$ cat src/rtl/pwm_generator.sv
// -----------------------------------------------------------------------------
// pwm_generator
//
// Fixed-frequency PWM stage driven by the PID regulator's duty command.
// A prescaler divides clk_27 into ticks. A 15-bit period counter runs
// 0..PERIOD on those ticks, giving a period of PERIOD+1 ticks. The duty
// command is clamped to PERIOD and latched only at the period wrap, so a
// period never sees a half-applied duty change.
//
// Parameters:
//   PERIOD   - terminal count of the period counter (period = PERIOD+1 ticks)
//   PRESCALE - clk_27 cycles per tick, 1..65535
//   DEADTIME - dead-time in clk_27 cycles, 1..255 (dead-time build only)
//
// Ports:
//   clk_27       in   system clock, all logic on the rising edge
//   areset       in   asynchronous, active-low reset
//   u_in[14:0]   in   duty command (unsigned)
//   en           in   run enable; while low the outputs are off and duty_q
//                     tracks the clamped u_in
//   pwm_out      out  high-side drive (registered)
//   pwm_n        out  complementary low-side drive (constant 0 unless the
//                     dead-time build is selected)
//   period_start out  one-cycle strobe in the cycle cnt=0 first becomes
//                     visible, and in the first cycle after en rises
//   duty_q[14:0] out  duty value currently applied
//
// Build option:
//   PWM_DEADTIME_EN - when defined, adds dead-time insertion and the
//                     complementary pwm_n output.
// -----------------------------------------------------------------------------
module pwm_generator #(
    parameter logic [14:0] PERIOD   = 15'd32767,
    parameter int unsigned PRESCALE = 1,
    parameter int unsigned DEADTIME = 8
) (
    input  logic        clk_27,
    input  logic        areset,
    input  logic [14:0] u_in,
    input  logic        en,
    output logic        pwm_out,
    output logic        pwm_n,
    output logic        period_start,
    output logic [14:0] duty_q
);

    if (PRESCALE < 1 || PRESCALE > 65535 || DEADTIME < 1 || DEADTIME > 255) begin : g_param_check
        $error("pwm_generator: PRESCALE or DEADTIME out of range");
    end

    localparam logic [15:0] PRESC_LAST = 16'(PRESCALE - 1);

    logic [15:0] presc;
    logic [14:0] cnt;
    logic        en_d;

    logic        run;
    logic        tick;
    logic        wrap;
    logic        raw;
    logic [14:0] u_clamped;

    // NOTE: every signal is assigned unconditionally here, so no latch can be
    // inferred for any of them.
    always_comb begin
        // The first enabled cycle is spent presenting cnt=0 with the
        // period_start strobe; counting begins on the cycle after, which keeps
        // the first period exactly as long as every later one.
        run       = en & en_d;
        tick      = run && (presc == PRESC_LAST);
        wrap      = tick && (cnt == PERIOD);
        u_clamped = (u_in > PERIOD) ? PERIOD : u_in;
        raw       = run && (cnt < duty_q);
    end

    // NOTE: state registers use non-blocking assignments and an asynchronous
    // active-low clear, so every flop sees pre-edge values of its neighbours.
    always_ff @(posedge clk_27 or negedge areset) begin
        if (!areset) begin
            presc        <= '0;
            cnt          <= '0;
            en_d         <= 1'b0;
            duty_q       <= '0;
            period_start <= 1'b0;
        end else begin
            en_d <= en;

            if (!run) begin
                presc <= '0;
                cnt   <= '0;
            end else begin
                presc <= tick ? 16'd0 : presc + 16'd1;
                if (tick) begin
                    cnt <= wrap ? 15'd0 : cnt + 15'd1;
                end
            end

            // Idle: track the command continuously. Running: only at the wrap.
            if (!en || wrap) begin
                duty_q <= u_clamped;
            end

            period_start <= en && (wrap || !en_d);
        end
    end

`ifdef PWM_DEADTIME_EN
    localparam logic [7:0] DT = 8'(DEADTIME);

    logic       lo_raw;
    logic [7:0] hi_cnt;
    logic [7:0] lo_cnt;

    assign lo_raw = run && !raw;

    // hi_cnt/lo_cnt count consecutive cycles of raw high/low, saturating at
    // DT. An output is driven only once its side has been stable for DT
    // cycles, so short pulses vanish and both sides can never be on together
    // (each needs raw at the opposite level on the same edge).
    always_ff @(posedge clk_27 or negedge areset) begin
        if (!areset) begin
            hi_cnt  <= '0;
            lo_cnt  <= '0;
            pwm_out <= 1'b0;
            pwm_n   <= 1'b0;
        end else begin
            if (raw) begin
                hi_cnt <= (hi_cnt == DT) ? DT : hi_cnt + 8'd1;
            end else begin
                hi_cnt <= '0;
            end

            if (lo_raw) begin
                lo_cnt <= (lo_cnt == DT) ? DT : lo_cnt + 8'd1;
            end else begin
                lo_cnt <= '0;
            end

            pwm_out <= raw && (hi_cnt == DT);
            pwm_n   <= lo_raw && (lo_cnt == DT);
        end
    end
`else
    always_ff @(posedge clk_27 or negedge areset) begin
        if (!areset) begin
            pwm_out <= 1'b0;
        end else begin
            pwm_out <= raw;
        end
    end

    assign pwm_n = 1'b0;
`endif

endmodule

$ cat config.mk
export PLATFORM = sky130hd
export DESIGN_NAME = pwm_generator
export DESIGN_NICKNAME = d
export VERILOG_FILES = /design/src/rtl/pwm_generator.sv
export SDC_FILE = /design/constraint.sdc
export NUM_CORES = 1
export LEC_CHECK = 0
export BUFFER_PORTS_ARGS = -buffer_cell sky130_fd_sc_hd__buf_2
export CORE_MARGIN = 2
export CORE_UTILIZATION = 40
export CTS_BUF_LIST = sky130_fd_sc_hd__clkbuf_2 sky130_fd_sc_hd__clkbuf_4 sky130_fd_sc_hd__clkbuf_8
export CTS_CLUSTER_DIAMETER = 150
export DETAILED_ROUTE_END_ITERATION = 6
export SETUP_SLACK_MARGIN = 0.05
export SYNTH_ARGS = -nofsm -noshare
export SYNTH_HDL_FRONTEND = slang
export SYNTH_SLANG_ARGS = --single-unit
$ cat constraint.sdc
create_clock -name clk_27 -period 2.4 [get_ports clk_27]
set_input_delay 0.48 -clock clk_27 [delete_from_list [all_inputs] [get_ports clk_27]]
set_output_delay 0.48 -clock clk_27 [all_outputs]
set_load 0.01 [all_outputs]
==> results of run 1 <==
==> sequential cells by signal, summed over array words and instances, names as in the netlist <==
| register | flops |
|---|---|
| period_start | 1 |
| cnt | 15 |
| presc | 16 |
| pwm_out | 1 |
| duty_q | 15 |
| en_d | 1 |
==> cell families after synthesis <==
logic type,after synthesis
AOI/OAI and AO/OA,34
xor gates and xnor gates,19
adders and majority gates,17
buffers and inverters,24
DFF,49
muxes,16
other,1
and+or+nand+nor,96
==> stage by stage <==
stage	setup slack (ns)	total power (µW)	area (µm²)
final	0.3555	1487	3000
after CTS	0.3426	1516	3000
after detailed placement	0.3541	1064	2927
after global placement	0.3762	1061	2927
after global routing	0.1730	1571	3000
after floorplan	0.4958	989.9	2670
==> placed cells by master, fill, tap and decap left out, types with 2 or more instances in the layout <==
master	synthesis	layout
dfrtp_1	49	49
o211ai_1	2	2
xnor2_1	6	6
a21oi_1	12	12
nand4_1	13	13
ha_1	17	17
nor4_2	2	2
and2_0	2	2
mux2_2	5	5
mux2_4	10	10
buf_2	1	34
inv_1	17	17
nand3_1	10	10
nor2_1	29	29
nand2_1	11	11
xor2_1	13	13
nor3_1	7	7
a32o_1	3	3
clkbuf_8	0	5
nor2b_1	2	2
buf_4	1	4
or3_1	3	3
and3_1	8	8
and4_1	4	4
o21ai_0	10	10
==> critical path, cell delays in order, from the launching register on <==
cell and delay [ns]:
dfrtp_1 0.46, nor4_2 0.36, and4_4 0.37, nand3_2 0.09, o21a_4 0.33, mux2_4 0.32
==> final timing paths <==
check / cells after the start / slack, ns / end / from
max: 5 / 0.36 / duty_q[12] / presc[8]
max reg2reg: 5 / 0.36 / duty_q[12] / presc[8]
min reg2reg: 1 / 0.48 / presc[0] / presc[0]
max in group asynchronous: 2 / 1.53 / duty_q[8] / areset
min in group clk_27: 1 / 0.37 / en_d / en
min: 1 / 0.24 / duty_q[2] / areset
==> power breakdown <==
group / switching [µW] / internal [µW]
Clock: 253 / 192
Sequential: 21.4 / 854
Combinational: 83.4 / 82.6
==> layout make-up <==
type                            count  area, µm²  area share (%)
Inverter                           17      63.81           2.127
Timing Repair Buffer               38      200.2           6.672
Multi-Input combinational cell    183       1340           44.66
Sequential cell                    49       1226           40.87
Clock inverter                      1      5.005          0.1668
Clock buffer                        5      68.82           2.294
Tap cell                           77      96.34           3.211
==> metal layers <==
metal / share of wire, % / up-vias / wire length [µm]
li1: - / 978 / -
met3: 3.2 / 9 / 158
met2: 46 / 35 / 2279
met4: 1.8 / 0 / 88
met5: 0 / - / 0
met1: 49 / 947 / 2393
==> flow_metrics.tcl, run 1 <==
set metrics [dict create \
    synth.top_cell.area_share_pct 45.92 \
    synth_edf_count 0 \
    synth_xor_area_share_pct 6.232 \
    cellPowerDensity_mw_per_mm2 495.5 \
    n_antenna_cell 0 \
    ys_ff_latch 49 \
    numCtsBuffers 5 \
    antenna_left 0 \
    grt_max_degree 36 \
    netlist_top_cells_area "dfrtp_1 46%, ha_1 8.0%, mux2_4 5.6%" \
    grt_pass1_vias 1893 \
    antenna_found_initial 0 \
    cts_resized 0 \
    yosys.cell_count.top_type "dfrtp_1" \
    cap_viol_max_count 0 \
    finalSetupViolations 0 \
    core_mm2 0.006386 \
    drt_wl_total_um 4919 \
    grt_use_total_pct 14.79 \
    relSlewSlack_pct 48.05 \
    syn-cell-area_mm2 0.002670 \
    hold_buffers 0 \
    synthSimpleGateAreaFrac_pct 19.54 \
    synth_compound_area_share_pct 8.201 \
    peakVddDrop_v 0.0003141 \
    required_ns 2.59 \
    chipHeight_um 85.70 \
    avgSynthCellArea_um2 10.43 \
    arrival_ns 2.23 \
    fin_tns_setup_ns 0 \
    fin_skew_ns 0.004545 \
    clockBufferDepth 2 \
    slew_violations 0 \
    dp_cells 364 \
    final_cells 370 \
    crit_type "flop to flop" \
    fmax_ghz 0.4891 \
    fin_crit_ns 2.045 \
    drc 0 \
    dieArea_mm2 0.007344 \
    synthToLayoutAreaGrowth_pct 12.37 \
    cts.clk_slew.worst_paths_ns 0.08 \
    worst_slew_pin_slew_ns 0.7793 \
    cts-htree-levels 2 \
    io_pins 36 \
    top_usage_layer "met2" \
    rows 29 \
    grt_util_met3_pct 2.984 \
    drt_iter0_markers 80 \
    timing.final.crit_share_pct 85.19 \
    grt_pass1_wl_um 8652 \
    met2_usage_pct 23.44 \
    fin_util_pct 46.98 \
    post_cts_buffers 0 \
    nets 329 \
    hp-class "input pin to async pin" \
    die_w_um 85.70 \
    status "finished clean" \
    use_met1_pct 20.15 \
    ys.flop_type "dfrtp_1" \
    async_reset_ff_share_pct 100.0 \
    initial_core_util_pct 41.81 \
    leakagePower_uw 0.001425 \
    numPortBuffers 34 \
    drive_above_1_share_pct 22.18 \
    overflow 0 \
    yosysUniqueCellTypes 41 \
    cts_tree "built" \
    whs_ns 0.2432 \
    via_per_inst 5.322 \
    synth_top_family_by_area "simple AND/OR/NAND/NOR gates" \
    yosys_warnings 0 \
    syn_inst 256 \
    first_pass_iters 4 \
    gp_congestion 0.8140 \
    crit_path_end_kind "flop" \
    finalHoldViolCount 0 \
    startpoint_type "flop" \
    wl_per_cell_um 13.29 \
    synthMuxAreaShare_pct 8.107 \
    synthTopCellsByCount "49 x dfrtp_1, 29 x nor2_1, 17 x ha_1, 17 x inv_1" \
    clkSinkCount 49 \
    synth_nets 291 \
    crit_fanout 15 \
    dpl.hpwl_um 3615 \
    yosysTopAreaCell "dfrtp_1" \
    fill_cells 626 \
    synth_fa_ha_area_share_pct 7.966 \
    clk_latency_ns 0.29 \
    clockRootBuffer "clkbuf_8" \
    via_count 1969 \
    ys_seq_area_share_pct 45.92 \
    rsz0062_at_grt "false" \
]
Note: power is estimated with default switching activity, not from simulation.
==> inputs of run 2 (changes only) <==
--- a/config.mk
+++ b/config.mk
@@ -5,6 +5,7 @@
 export SDC_FILE = /design/constraint.sdc
 export NUM_CORES = 1
 export LEC_CHECK = 0
+export ABC_AREA = 1
 export BUFFER_PORTS_ARGS = -buffer_cell sky130_fd_sc_hd__buf_2
 export CORE_MARGIN = 2
 export CORE_UTILIZATION = 40
==> run 2 against run 1 <==
Synthesized cell count increased by 52%. Core utilization decreased by 0.40 points. Power increased by 3.4%. Flip-flop and latch count unchanged. Combinational power about the same. Non-clock buffer count unchanged. Register-to-register slack improved by 0.18 ns. Clock-buffer cell count increased by 2. Die area increased by 13%. Area after synthesis increased by 14%. Critical path type unchanged. Critical endpoint is now cnt[14]. Largest power group unchanged. Highest routed layer unchanged.
==> flow_metrics.tcl, run 2 <==
set metrics [dict create \
    overflow 0 \
    antenna_left 0 \
    synth_fa_ha_area_share_pct 6.990 \
    grt_use_total_pct 16.54 \
    place_area_mm2 0.003307 \
    synthMuxAreaShare_pct 0 \
    fin_tns_setup_ns 0 \
    yosysTopAreaCell "dfrtp_1" \
    fill_cells 750 \
    synthSimpleGateAreaFrac_pct 35.49 \
    yosys.cell_count.top_type "nand2_1" \
    cellPowerDensity_mw_per_mm2 452.4 \
    drt_iter0_markers 226 \
    power_frac_clock_pct 32.3 \
    cap_viol_max_count 0 \
    antenna_found_initial 0 \
    rrSetupSlack_ns 0.53 \
    largest_reg_flops 16 \
    swShare_pct 24.81 \
    reg2reg_to "cnt[14]" \
    n_antenna_cell 0 \
    rows 31 \
    hp-class "input pin to async pin" \
    layout_common_cells "93 x nand2_1, 53 x nor2_1, 49 x dfrtp_1" \
    avgSynthCellArea_um2 7.843 \
    finalHoldViolCount 0 \
    ys.flop_type "dfrtp_1" \
    arrival_ns 2.07 \
    power.switching_uw 381.3 \
    yosysUniqueCellTypes 33 \
    ys_ff_latch 49 \
    crit_type "flop to flop" \
    crit_fanout 14 \
    netlist_top_cells_area "dfrtp_1 40%, nand2_1 11%, ha_1 7.0%" \
    synth_compound_area_share_pct 5.016 \
    via_count 2504 \
    crit_path_end "cnt[14]" \
    cts_tree "built" \
    clk_latency_ns 0.29 \
    crit_path_end_kind "flop" \
    async_reset_ff_share_pct 100.0 \
    first_pass_iters 4 \
    ys_seq_area_share_pct 40.30 \
    synthTopCellsByCount "93 x nand2_1, 53 x nor2_1, 49 x dfrtp_1" \
    chipHeight_um 91.22 \
    post_cts_buffers 0 \
    io_pins 36 \
    r2r_cells 10 \
    multi_input_area_mm2 0.001580 \
    dp_cells 516 \
    layout_commonest_cell "nand2_1" \
    yosys_warnings 0 \
    startpoint_type "flop" \
    slew_violations 0 \
    reg.largest.list "presc x16, cnt x15, duty_q x15" \
    wl_per_cell_um 11.96 \
    fmax_ghz 0.5351 \
    drive_above_1_share_pct 17.22 \
    synth_xor_area_share_pct 4.317 \
    combPwrFrac_pct 10.7 \
    via_per_inst 4.788 \
    clockBufferDepth 2 \
    worst_slew_pin_slew_ns 0.6200 \
    numPortBuffers 34 \
    rsz0062_at_grt "false" \
    clockRootBuffer "clkbuf_8" \
    synth_nets 423 \
    grt_max_degree 50 \
    required_ns 2.60 \
    peakVddDrop_v 0.0002469 \
    timing.final.crit_share_pct 77.86 \
    top_register "presc" \
    syn-cell-area_mm2 0.003043 \
    cts-htree-levels 2 \
    leakagePower_uw 0.001700 \
    gp_congestion 0.8648 \
    cts_resized 0 \
    relSlewSlack_pct 58.67 \
    synth.top_cell.area_share_pct 40.30 \
    numCtsBuffers 5 \
    fin_crit_ns 1.869 \
    dpl.hpwl_um 4736 \
    cts.clk_slew.worst_paths_ns 0.09 \
    clkSinkCount 49 \
    initial_core_util_pct 41.73 \
    fin_skew_ns 0.005395 \
    finalSetupViolations 0 \
    status "finished clean" \
    synthToLayoutAreaGrowth_pct 11.64 \
    nets 459 \
    final_area_mm2 0.003397 \
    final_cells 523 \
    regArea_mm2 0.001226 \
    seqPwrFrac_pct 57.0 \
    grt_pass1_vias 2364 \
    core_mm2 0.007292 \
    synth_top_family_by_area "simple AND/OR/NAND/NOR gates" \
    dieArea_mm2 0.008321 \
    drt_wl_total_um 6254 \
    power.internal_uw 1155 \
    drc 0 \
    grt_pass1_wl_um 11260 \
    startpoint "presc[0]" \
    rr_startpoint "presc[0]" \
    syn_inst 388 \
    hold_buffers 0 \
    die_w_um 91.22 \
    synth_edf_count 0 \
]
## run 2: logic make-up (layout without fill, tap and decap cells)
logic type	count (synthesis)	after routing
compound gates	24	24
xor+xnor	15	15
fa+ha+maj	17	17
buf+inv	56	92
flops	49	49
other cells	1	1
simple gates	226	226
## run 2: worst max-delay path, stage by stage (launching register included)
cell      delay (ns)
dfrtp_1         0.44
inv_1           0.08
ha_1            0.19
inv_1           0.05
nor2_1          0.08
nand2_1         0.05
nor2_1          0.11
nand3_2         0.11
clkinv_1        0.08
nand2_1         0.28
o21ai_0         0.30
## run 2: layer usage
| layer | vias up | routed length [µm] | GRT usage (%) | part of all wire, % |
|---|---|---|---|---|
| li1 | 1304 | - | - | - |
| met1 | 1147 | 3413 | 25.81 | 55 |
| met2 | 49 | 2615 | 24.20 | 42 |
| met3 | 4 | 177 | 2.490 | 2.8 |
| met4 | 0 | 48 | 3.409 | 0.77 |
| met5 | - | 0 | 0 | 0 |
## run 2: final cells by class
class / count / share of cell area, %
clock buffers: 7 / 2.652
inverters: 47 / 5.193
multi-input cells: 283 / 46.52
flip-flops and latches: 49 / 36.10
well taps: 99 / 3.646
repair buffers: 38 / 5.893
## run 2: worst min-delay path by stage
stage / to / slack [ns] / cells past startpoint
global placement: period_start / 0.49 / 1
detailed placement: period_start / 0.49 / 1
floorplan: cnt[0] / 0.18 / 0
CTS: presc[1] / 0.30 / 2
global route: presc[0] / 0.33 / 2
finish: presc[1] / 0.28 / 2
## run 2: stage by stage
step | setup WS [ns] | utilization, % | total power [µW] | hold slack [ns]
floorplan | 0.8966 | - | 985.8 | 0.1844
global placement | 0.6034 | 45.35 | 1057 | 0.4885
detailed placement | 0.4880 | 45.35 | 1059 | 0.4891
CTS | 0.4979 | 46.59 | 1562 | 0.2956
global route | 0.3241 | 46.59 | 1623 | 0.3253
finish | 0.5313 | 46.59 | 1537 | 0.2788
## run 2: power by group through the flow
| stage | Sequential [µW] | Combinational, µW | Clock [µW] |
|---|---|---|---|
| after floorplan | 901 | 85.3 | 0 |
| after global routing | 881 | 191 | 551 |
| after global placement | 892 | 165 | 0 |
| final | 876 | 164 | 497 |
| after detailed placement | 892 | 167 | 0 |
| after CTS | 876 | 168 | 519 |
